[config.mk]
export PLATFORM = sky130hd
export DESIGN_NAME = chunk_subtract
export DESIGN_NICKNAME = d
export VERILOG_FILES = /design/src/rtl/alu_pkg.sv /design/src/rtl/chunk_adder.sv /design/src/rtl/chunk_subtract.sv
export SDC_FILE = /design/constraint.sdc
export NUM_CORES = 1
export LEC_CHECK = 0
export ABC_AREA = 1
export BUFFER_PORTS_ARGS = -buffer_cell sky130_fd_sc_hd__buf_4
export CAP_MARGIN = 20
export CORE_MARGIN = 2
export CORE_UTILIZATION = 55
export CTS_CLUSTER_DIAMETER = 40
export DETAILED_ROUTE_END_ITERATION = 8
export GPL_TIMING_DRIVEN = 0
export PLACE_DENSITY = 0.91
export SYNTH_ARGS = -nofsm -noshare
export SYNTH_HDL_FRONTEND = slang
export SYNTH_SLANG_ARGS = --single-unit
[constraint.sdc]
create_clock -name clk -period 5.3 [get_ports clk]
set_input_delay 0.53 -clock clk [delete_from_list [all_inputs] [get_ports clk]]
set_output_delay 0.53 -clock clk [all_outputs]
set_load 0.005 [all_outputs]
[src/rtl/alu_pkg.sv]
// alu_pkg: shared FSM state type, chunk sizing helpers and ALU control constants.
package alu_pkg;
  typedef enum logic [1:0] {IDLE, BUSY, DONE} state_t;
  localparam int SLT_BIT = 3;
  function automatic int num_chunks(input int src_w, input int chunk_w);
    return src_w / chunk_w;
  endfunction
  function automatic int cnt_width(input int n);
    return (n > 1) ? $clog2(n) : 1;
  endfunction
endpackage

[src/rtl/chunk_adder.sv]
// chunk_adder: combinational W-bit adder exposing carry-out and the carry into the MSB.
module chunk_adder #(
  parameter int W = 8
) (
  input  logic [W-1:0] a,
  input  logic [W-1:0] b,
  input  logic         cin,
  output logic [W-1:0] sum,
  output logic         cout,
  output logic         c_msb
);
  logic [W:0] full;
  assign full  = {1'b0, a} + {1'b0, b} + {{W{1'b0}}, cin};
  assign sum   = full[W-1:0];
  assign cout  = full[W];
  // Sum bit = a ^ b ^ carry-in, so the MSB carry-in falls out of the full sum.
  assign c_msb = full[W-1] ^ a[W-1] ^ b[W-1];
endmodule

[src/rtl/chunk_subtract.sv]
// chunk_subtract: multi-cycle src_a - src_b, one CHUNK_WIDTH slice per cycle, LSB first.
module chunk_subtract
  import alu_pkg::*;
#(
  parameter int SRC_WIDTH     = 32,
  parameter int CHUNK_WIDTH   = 8,
  parameter int CONTROL_WIDTH = 11
) (
  input  logic                     clk,
  input  logic                     rst_n,
  input  logic                     in_valid,
  output logic                     in_ready,
  input  logic [SRC_WIDTH-1:0]     src_a,
  input  logic [SRC_WIDTH-1:0]     src_b,
  input  logic [CONTROL_WIDTH-1:0] control_in,
  output logic                     out_valid,
  input  logic                     out_ready,
  output logic [SRC_WIDTH-1:0]     diff,
  output logic [CONTROL_WIDTH-1:0] control_out,
  output logic                     overflow
);
  localparam int NC = num_chunks(SRC_WIDTH, CHUNK_WIDTH);
  localparam int CW = cnt_width(NC);
  state_t                   state_q, state_d;
  logic [CW-1:0]            cnt_q, cnt_d;
  logic                     carry_q, carry_d;
  logic [SRC_WIDTH-1:0]     a_q, a_d, nb_q, nb_d, diff_q, diff_d;
  logic [CONTROL_WIDTH-1:0] ctrl_q, ctrl_d;
  logic                     ovf_q, ovf_d;
  logic [CHUNK_WIDTH-1:0]   a_chunk, nb_chunk, sum;
  logic                     cout, c_msb, last;
  assign a_chunk  = a_q[int'(cnt_q)*CHUNK_WIDTH +: CHUNK_WIDTH];
  assign nb_chunk = nb_q[int'(cnt_q)*CHUNK_WIDTH +: CHUNK_WIDTH];
  assign last     = (cnt_q == CW'(NC - 1));
  chunk_adder #(.W(CHUNK_WIDTH)) u_add (
    .a    (a_chunk),
    .b    (nb_chunk),
    .cin  (carry_q),
    .sum  (sum),
    .cout (cout),
    .c_msb(c_msb)
  );
  // Subtraction as a + ~b + 1: b is inverted at capture and the +1 seeds the carry.
  always_comb begin
    state_d = state_q;
    cnt_d   = cnt_q;
    carry_d = carry_q;
    a_d     = a_q;
    nb_d    = nb_q;
    diff_d  = diff_q;
    ctrl_d  = ctrl_q;
    ovf_d   = ovf_q;
    if (state_q == IDLE && in_valid) begin
      a_d     = src_a;
      nb_d    = ~src_b;
      ctrl_d  = control_in;
      carry_d = 1'b1;
      cnt_d   = '0;
      state_d = BUSY;
    end else if (state_q == BUSY) begin
      diff_d[int'(cnt_q)*CHUNK_WIDTH +: CHUNK_WIDTH] = sum;
      carry_d = cout;
      cnt_d   = last ? '0 : cnt_q + 1'b1;
      ovf_d   = last ? (c_msb ^ cout) : ovf_q;
      state_d = last ? DONE : BUSY;
    end else if (state_q == DONE && out_ready) begin
      state_d = IDLE;
    end
  end
  always_ff @(posedge clk or negedge rst_n) begin
    if (!rst_n) begin
      state_q <= IDLE;
      cnt_q   <= '0;
      carry_q <= 1'b0;
      a_q     <= '0;
      nb_q    <= '0;
      diff_q  <= '0;
      ctrl_q  <= '0;
      ovf_q   <= 1'b0;
    end else begin
      state_q <= state_d;
      cnt_q   <= cnt_d;
      carry_q <= carry_d;
      a_q     <= a_d;
      nb_q    <= nb_d;
      diff_q  <= diff_d;
      ctrl_q  <= ctrl_d;
      ovf_q   <= ovf_d;
    end
  end
  assign in_ready    = (state_q == IDLE);
  assign out_valid   = (state_q == DONE);
  assign diff        = diff_q;
  assign control_out = ctrl_q;
  assign overflow    = ovf_q;
endmodule
# After elaboration in Yosys (flattened, before gate mapping)
# Cells that the tools add are included.
classes:
  add_sub_neg: 4
  n_eq_ne: 3
  shift: 4
  muxes: 10
  bitwise_logic: 5
  reduce_logical: 7
op_table:
  columns: ["cell", "n"]
  rows:
  - ["$shiftx 32x6->8", 2]
  - ["$neg 5->33", 1]
  - ["$shift 8x33->32 const A", 1]
  - ["$shiftx 8x33->32", 1]
  - ["$bwmux 32", 1]
  - ["$not 32->32", 1]
  - ["$mux 2", 7]
  - ["$add 8x8->9", 1]
  - ["$add 9x1->9", 1]
  - ["$eq 2x2->1 const B", 2]
  - ["$reduce_and 3->1", 1]
  - ["$reduce_bool 3->1", 1]
  - ["$xor 1x1->1", 3]
  - ["$add 2x1->2 const B", 1]
  - ["$eq 2x1->1 const B", 1]
  - ["$logic_and 1x1->1", 2]
  - ["$logic_not 2->1", 1]
  - ["$mux 1", 2]
  - ["$reduce_and 2->1", 1]
  - ["$reduce_bool 2->1", 1]
  - ["$not 1->1", 1]
word_totals:
  register_bits: 113
  input_bits: 79
  out_inout_bits: 46

# Logic depth before layout (Yosys ltp)
# Gate-level depths: netlist (run 1).
depth:
  word_depth: 6
  ltp_mapped: 17
  ltp_nobuf: 15

# Cells and area by module
# From an unflattened synthesis (run 1), not the netlist that was laid out.
unflattened:
  hier_cells: 667
  hier_area_um2: 5449.0
modules_own_cells:
  columns: ["module", "instances", "cells_per_inst", "area_each_um2", "seq_area_each_um2"]
  rows:
  - ["chunk_subtract", 1, 611, 5069.9, 2827.7]
  - ["chunk_adder", 1, 56, 379.1, 0.0]

# Least setup slack after synthesis (run 1)
# OpenSTA, ideal clock, no wires.
synth_path:
  path_kind: "reg2reg"
  start: "register cnt_q[0]"
  end: "register diff_q[14] (netlist: diff[14])"
  setup_ns: 0.065
  arrival_time_ns: 2.648
  t_required_ns: 5.235
  path_slack_ns: 2.587
  stages_incl_launch_ff: 17
  path_buffers: 2
  cell_sequence: "dfrtp_1 -> inv_1 -> buf_4 -> clkbuf_1 -> nor2_1 -> o22ai_1 -> fa_1 -> inv_1 -> fa_1 -> inv_1 -> nand4_1 -> nand3_1 -> xor2_1 -> nand2_1 -> nor2_1 -> nand2_1 -> nand2_1"
synth_via:
  elab_chain_cells: 5
  elab_cells_between_ends: 8
  classes_between: "3 x add/sub; 4 x shift; 1 x mux"
synth_rtl:
  columns: ["item", "line_no", "text"]
  rows:
  - ["start, declared", "chunk_subtract.sv:25", "logic [CW-1:0] cnt_q, cnt_d;"]
  - ["start signal, assigned", "chunk_subtract.sv:82", "cnt_q <= cnt_d;"]
  - ["$shiftx 32x6->8 (on tied branches)", "chunk_subtract.sv:32, chunk_subtract.sv:33", null]
  - ["$add 8x8->9", "chunk_adder.sv:13", "assign full = {1'b0, a} + {1'b0, b} + {{W{1'b0}}, cin};"]
  - ["$add 9x1->9", "chunk_adder.sv:13", null]
  - ["$shiftx 8x33->32", "chunk_subtract.sv:61", "diff_d[int'(cnt_q)*CHUNK_WIDTH +: CHUNK_WIDTH] = sum;"]
  - ["$bwmux 32 (*)", "chunk_subtract.sv:61", null]
  - ["end signal, assigned", "chunk_subtract.sv:86", "diff_q <= diff_d;"]
  - ["end, declared", "chunk_subtract.sv:27", "logic [SRC_WIDTH-1:0] a_q, a_d, nb_q, nb_d, diff_q, diff_d;"]
# Mark *: on every way between the ends. The rest lies on a longest branch, timed or not.
# A chain may end at the register's enable or synchronous reset.

# Worst setup path in the final report (run 1)
layout_path:
  start: "register cnt_q[1]"
  end: "register ovf_q (netlist: overflow)"
layout_via:
  elab_chain_cells: 6
  elab_cells_between_ends: 9
  classes_between: "2 x add/sub; 1 x eq/ne; 2 x shift; 3 x bitwise; 1 x reduce/logical"
layout_rtl:
  columns: ["item", "line_no", "text"]
  rows:
  - ["$shiftx 32x6->8 (on tied branches)", "chunk_subtract.sv:32, chunk_subtract.sv:33", null]
  - ["$add 8x8->9", "chunk_adder.sv:13", null]
  - ["$add 9x1->9", "chunk_adder.sv:13", null]
  - ["$xor 1x1->1 (2 in series)", "chunk_adder.sv:17", "assign c_msb = full[W-1] ^ a[W-1] ^ b[W-1];"]
  - ["$xor 1x1->1", "chunk_subtract.sv:64", "ovf_d = last ? (c_msb ^ cout) : ovf_q;"]
  - ["end signal, assigned", "chunk_subtract.sv:88", "ovf_q <= ovf_d;"]
  - ["end, declared", "chunk_subtract.sv:29", "logic ovf_q, ovf_d;"]
# Several ways; a longest one is shown, not always the timed one.

==> impl_metrics.py, run 1 <==
metrics = {
    "routing": {
        "wl_per_cell_um": 16.05,
        "drcViolationCount": 0,
        "finalWirelength_mm": 14.66,
        "drtAntennaViolNets": 0,
        "via_per_inst": 5.543,
        "first_pass_iters": 9,
        "drt_iter0_drc": 365,
        "vias": 5061,
    },
    "clock_network": {
        "postCtsSetupRepairBufs": 0,
        "cts_sinks": 113,
        "cts_resized": 0,
        "hold_buffers": 0,
        "clk_pin_slew_worst_paths_ns": 0.06,
        "cts_buffers": 17,
        "htreeDepth": 4,
        "cts_root_buf": "clkbuf_8",
        "clockBufferDepth": 2,
        "clk-insertion-delay-late_ns": 0.53,
        "cts_tree": "yes",
    },
    "critical_path": {
        "timing.critical_path.to": "overflow",
        "crit_chain": "buf_2 -> inv_1 -> buf_4 -> clkbuf_1 -> o21ai_0 -> o22ai_1 -> ha_1 -> nand2_1 -> inv_1 -> a21oi_1 -> nand2_1 -> nand2_1 -> nand3_1 -> nand2_1 -> nand2_1 -> nand3_1 -> nand2_1",
        "rrSetupSlack_ns": 1.88,
        "cp_common_cell": "nand2_1",
        "crit_cells": 17,
        "worstReg2RegStart": "cnt_q[1]",
        "worst-path-buf-inv": 5,
        "slowest_stage": "clkbuf_1",
        "reg2reg_depth": 17,
        "r2r_end": "overflow",
        "startpoint": "cnt_q[1]",
        "endpoint_kind": "register",
        "crit_path_max_incr_delay_ns": 0.48,
        "critPathRequiredTime_ns": 5.71,
        "start_kind": "register",
        "crit_family": "buffers and inverters",
        "critPathKind": "reg -> reg",
        "crit_arrival_ns": 3.83,
        "cp_max_fo": 12,
    },
    "die": {
        "ios": 125,
        "core_area_sq_um": 9284,
        "die_w_um": 102.1,
        "die_h_um": 102.1,
        "rows": 35,
        "die_area_sq_um": 10430,
        "start_util_pct": 57.02,
    },
    "placement": {
        "gp_congestion": 0.9021,
        "portBuffers": 124,
        "dp_hpwl_mm": 10.43,
    },
    "synthesis": {
        "ys_seq_elements": 113,
        "synth_area_sq_um": 5294,
        "syn_nets": 721,
        "seq_area_frac_synth_pct": 53.42,
        "avgSynthCellArea_sq_um": 8.443,
        "yosys.area.top_type": "dfrtp_1",
        "synthTopCellsByArea": "dfrtp_1 (53%), nand2_1 (18%), o21ai_0 (7.3%)",
        "synth-warning-count": 0,
        "synth.distinct_cells": 31,
        "synth_top_area_share_pct": 53.42,
        "netlist_instances": 627,
    },
    "timing": {
        "drv_slew": 0,
        "tightest_slew_ns": 0.8446,
        "rsz0062_at_grt": "no",
        "finalHoldViolCount": 0,
        "fin_skew_ns": 0.009556,
        "fin_crit_sh_pct": 64.48,
        "layout_min_cycle_time_ns": 3.417,
        "fmax_ghz": 0.2926,
        "tns_ns": 0,
        "maxSlewHeadroom_pct": 43.69,
        "setup_viol": 0,
    },
    "grt": {
        "grt_max_degree": 67,
        "grt_pass1_wl_mm": 23.78,
        "track_usage_pct": 29.91,
        "grt_pass1_vias": 5062,
        "antenna_found_initial": 0,
        "overflow": 0,
    },
    "final_layout": {
        "n_antenna_cell": 0,
        "nets": 865,
        "filler_cell_count": 609,
        "area_delta_synth_final_pct": 31.36,
        "drive_gt1_share_pct": 24.36,
    },
    "power_and_ir_drop": {
        "p_total_uw": 1960,
        "p_leak_uw": 0.003717,
        "vdd_drop_max_uv": 248.5,
        "power_density_nw_per_um2": 281.9,
    },
    "run": {
        "drv_cap": 0,
    },
    "status": {
        "outcome": "complete, no violations",
    },
    "min_path": {
        "hold_class": "in -> async",
    },
}
layout by cell type (no fill, tap or decap), drive strengths merged, types with 6 or more instances in the layout:
cell type	instances
nand2	258
buf	140
dfrtp	113
o21ai	83
nor2	38
inv	37
clkbuf	31
nand3	16
ha	13
o22ai	12
a21oi	11
o31ai	7
clkinv	6
worst reg2reg max path, cell delays in order, from the launching register on:
cell and delay (ns):
dfrtp_1 0.43, buf_2 0.20, inv_1 0.10, buf_4 0.17
clkbuf_1 0.48, o21ai_0 0.27, o22ai_1 0.24, ha_1 0.33
nand2_1 0.12, inv_1 0.05, a21oi_1 0.26, nand2_1 0.12
nand2_1 0.14, nand3_1 0.11, nand2_1 0.07, nand2_1 0.05
nand3_1 0.10, nand2_1 0.06
registers in the layout, indices dropped and copies added (netlist names):
signal and flops:
a_q 32, carry_q 1, cnt_q 2, control_out 11, diff 32, nb_q 32, overflow 1, state_q 2
stage by stage:
stage | area [sq um] | worst slack, ns | std cells | utilization, % | hold slack (ns)
4_1_cts | 6954 | 1.974 | 913 | 74.91 | 0.1299
3_5_place_dp | 6414 | 1.983 | 881 | 69.08 | 0.4556
2_1_floorplan | 5294 | 2.587 | 627 | - | 0.2344
3_3_place_gp | 6386 | 2.077 | 880 | 68.79 | 0.4544
6_report | 6954 | 1.883 | 913 | 74.91 | 0.09658
5_1_grt | 6954 | 1.660 | 913 | 74.91 | 0.1776
final cells by class:
| class | instances | area (sq um) | area share [%] |
|---|---|---|---|
| buffer | 29 | 156.4 | 2.249 |
| clock buffer | 17 | 414.1 | 5.955 |
| clock inverter | 15 | 126.4 | 1.817 |
| inverter | 31 | 118.9 | 1.709 |
| multi-input combinational | 454 | 2191 | 31.50 |
| sequential | 113 | 2828 | 40.66 |
| tap | 129 | 161.4 | 2.321 |
| timing repair buffer | 125 | 958.4 | 13.78 |
synthesized netlist by cell type:
cell,count
a21oi_1,11
a22o_2,3
a32oi_1,2
buf_1,1
buf_2,7
buf_4,4
buf_6,3
clkbuf_1,13
clkbuf_2,1
dfrtp_1,113
fa_1,2
ha_1,13
inv_1,27
inv_2,3
inv_4,1
nand2_1,256
nand2_4,2
nand3_1,16
nand4_1,3
nor2_1,34
nor2_2,1
nor2_4,2
nor2_8,1
nor4_4,1
o21ai_0,77
o21ai_1,1
o21ai_2,5
o22ai_1,12
o31ai_1,7
xnor2_1,3
xor2_1,2
report_power, final:
part	total (uW)	leakage (uW)	switching (uW)	internal, uW
clock network	1030	0.000258	449	586
registers	863	0.00155	0	863
logic	63.2	0.00191	25.5	37.7
total	1960	0.00372	474	1490
logic make-up (layout without fill, tap and decap cells):
| family | count (synthesis) | in the layout | share of synthesized area [%] |
|---|---|---|---|
| AOI/OAI and AO/OA | 118 | 118 | 12.55 |
| buffers and inverters | 60 | 217 | 5.200 |
| DFF | 113 | 113 | 53.42 |
| adders and majority gates | 15 | 15 | 3.829 |
| xor gates and xnor gates | 5 | 5 | 0.8274 |
| and+or+nand+nor | 316 | 316 | 24.18 |
worst min-delay path by stage:
stage	end	cells past startpoint	startpoint	slack, ns
finish	diff[4]	1	rst_n	0.1
global route	diff[0]	1	rst_n	0.18
CTS	nb_q[7]	1	rst_n	0.13
detailed placement	a_q[8]	2	a_q[8]	0.46
global placement	a_q[8]	2	a_q[8]	0.45
floorplan	a_q[0]	0	rst_n	0.23
routing by layer:
metal  global-route usage (%)  part of all wire, %
met1                    37.53                   39
met5                        0                    0
met3                    5.814                  7.3
met4                    11.18                  2.6
met2                    51.67                   51
No activity file was read; power rests on OpenSTA's default activity.
==> run 2, diff against run 1 <==
- CORE_UTILIZATION: 55 -> 49
- PLACE_DENSITY: 0.91 -> 0.87
- clock period: 5.3 -> 3 ns (I/O delays scaled with it)
==> impl_metrics.py, run 2 (synthesis results as in run 1) <==
metrics = {
    "status": {
        "outcome": "complete, no violations",
    },
    "critical_path": {
        "rrSetupSlack_ns": 0.11,
        "startpoint": "cnt_q[0]",
        "endpoint_kind": "register",
        "start_kind": "register",
        "crit_chain": "inv_2 -> buf_6 -> clkbuf_4 -> o21ai_0 -> o22ai_1 -> fa_2 -> inv_1 -> fa_1 -> inv_1 -> nand4_1 -> nand3_2 -> xor2_2 -> nand2_2 -> nor2_2 -> nand2_1 -> nand2_1",
        "slowest_stage": "fa_1",
        "crit_arrival_ns": 3.35,
        "cp_max_fo": 10,
        "crit_family": "adder cells",
        "critPathKind": "reg -> reg",
        "critPathRequiredTime_ns": 3.46,
        "crit_path_max_incr_delay_ns": 0.45,
        "worst-path-buf-inv": 5,
        "worstReg2RegStart": "cnt_q[0]",
    },
    "final_layout": {
        "area_delta_synth_final_pct": 48.97,
        "drive_gt1_share_pct": 24.45,
        "nets": 940,
        "final_common_cell": "nand2_1",
        "fin_util_pct": 75.71,
        "layout_common_cells": "nand2_1 (255), buf_4 (131), dfrtp_1 (111)",
        "n_antenna_cell": 0,
    },
    "timing": {
        "layout_min_cycle_time_ns": 2.887,
        "maxSlewHeadroom_pct": 50.31,
        "fin_skew_ns": 0.007325,
        "timing.hold.ws_ns": 0.01530,
        "drv_slew": 0,
        "fmax_ghz": 0.3464,
        "fin_crit_sh_pct": 96.22,
        "tns_ns": 0,
        "setup_viol": 0,
        "finalWorstSetupSlack_ns": 0.1133,
        "tightest_slew_ns": 0.7453,
        "finalHoldViolCount": 0,
    },
    "placement": {
        "pre_cts_ws_ns": -0.3115,
        "portBuffers": 124,
        "dp_hpwl_mm": 10.49,
        "gp_congestion": 0.9111,
    },
    "die": {
        "start_util_pct": 50.82,
        "ios": 125,
        "die_h_um": 107.9,
        "core_area_sq_um": 10420,
        "die_w_um": 107.9,
        "rows": 37,
        "die_area_sq_um": 11650,
    },
    "grt": {
        "antenna_found_initial": 0,
        "overflow": 0,
        "grt_pass1_wl_mm": 26.30,
        "grt_pass1_vias": 5513,
        "grt_max_degree": 59,
        "track_usage_pct": 29.48,
    },
    "clock_network": {
        "cts_root_buf": "clkbuf_8",
        "clk-insertion-delay-late_ns": 0.52,
        "htreeDepth": 4,
        "cts_buffers": 17,
        "clk_pin_slew_worst_paths_ns": 0.06,
        "clockBufferDepth": 2,
        "cts_tree": "yes",
        "cts_sinks": 113,
    },
    "power_and_ir_drop": {
        "p_leak_uw": 0.004124,
        "vdd_drop_max_uv": 297.8,
        "power_density_nw_per_um2": 497.8,
        "p_total_uw": 3926,
    },
    "min_path": {
        "hold_class": "in -> reg",
        "holdCritStartpoint": "src_a[10]",
    },
    "run": {
        "drv_cap": 0,
    },
    "routing": {
        "drtAntennaViolNets": 0,
        "first_pass_iters": 7,
        "via_per_inst": 5.468,
        "drt_iter0_drc": 400,
        "finalWirelength_mm": 16.86,
        "vias": 5441,
        "drcViolationCount": 0,
        "wl_per_cell_um": 16.94,
    },
}
[run 2: changes by cell type in the layout (fill, tap and decap cells not counted), sizes merged]
cell         delta
dlygate4sd3    +72
bufinv          +5
clkinv          -2
buf             +3
clkbuf          +6
clkinvlp        -3
inv             -6
[run 2: layout make-up]
class,instances,area [sq um]
Buffer,28,180.2
Clock buffer,23,466.7
Clock inverter,9,177.7
Fill cell,647,2530
Inverter,31,118.9
Multi-Input combinational cell,454,2233
Sequential cell,113,2830
Tap cell,136,170.2
Timing Repair Buffer,201,1709
[run 2: worst paths after layout]
kind	end	cells past startpoint
setup / recovery	diff[30]	16
hold / removal	a_q[10]	3
setup reg to reg	diff[30]	16
hold reg to reg	a_q[9]	2
max in group asynchronous	nb_q[4]	3
min in group asynchronous	diff[2]	2
[run 2: repair_timing]
item,4_1_cts,5_1_grt
setup endpoints to repair,20,15
buffers inserted,1,3
resized for setup,9,21
endpoints found under the hold margin,128,0
hold buffers,72,0
pin swaps,2,3
[run 2: power by group]
group / leakage, uW / internal, uW / total (uW) / switching [uW]
clock network: 0.000316 / 1500 / 2210 / 708
registers: 0.00155 / 1530 / 1530 / 0
logic: 0.00225 / 128 / 193 / 64.7
[run 2: worst reg2reg max path, delay by kind of cell, from the launching register on]
family	cells	cell delay [ns]
compound gates	2	0.33
xor+xnor	1	0.19
fa+ha+maj	2	0.72
buf+inv	5	0.60
flops	1	0.44
simple gates	6	0.54
[run 2: stage by stage]
stage	area [sq um]	instances
2_1_floorplan	5294	627
3_3_place_gp	6395	887
3_5_place_dp	6422	888
4_1_cts	7814	993
5_1_grt	7886	995
6_report	7886	995
[run 2: metal layers]
metal	global-route usage [%]	part of all wire, %	wire length [um]
met2	49.87	50	8387
met1	35.27	38	6456
met3	6.510	7.8	1316
met5	0	0	0
met4	15.57	4.1	694
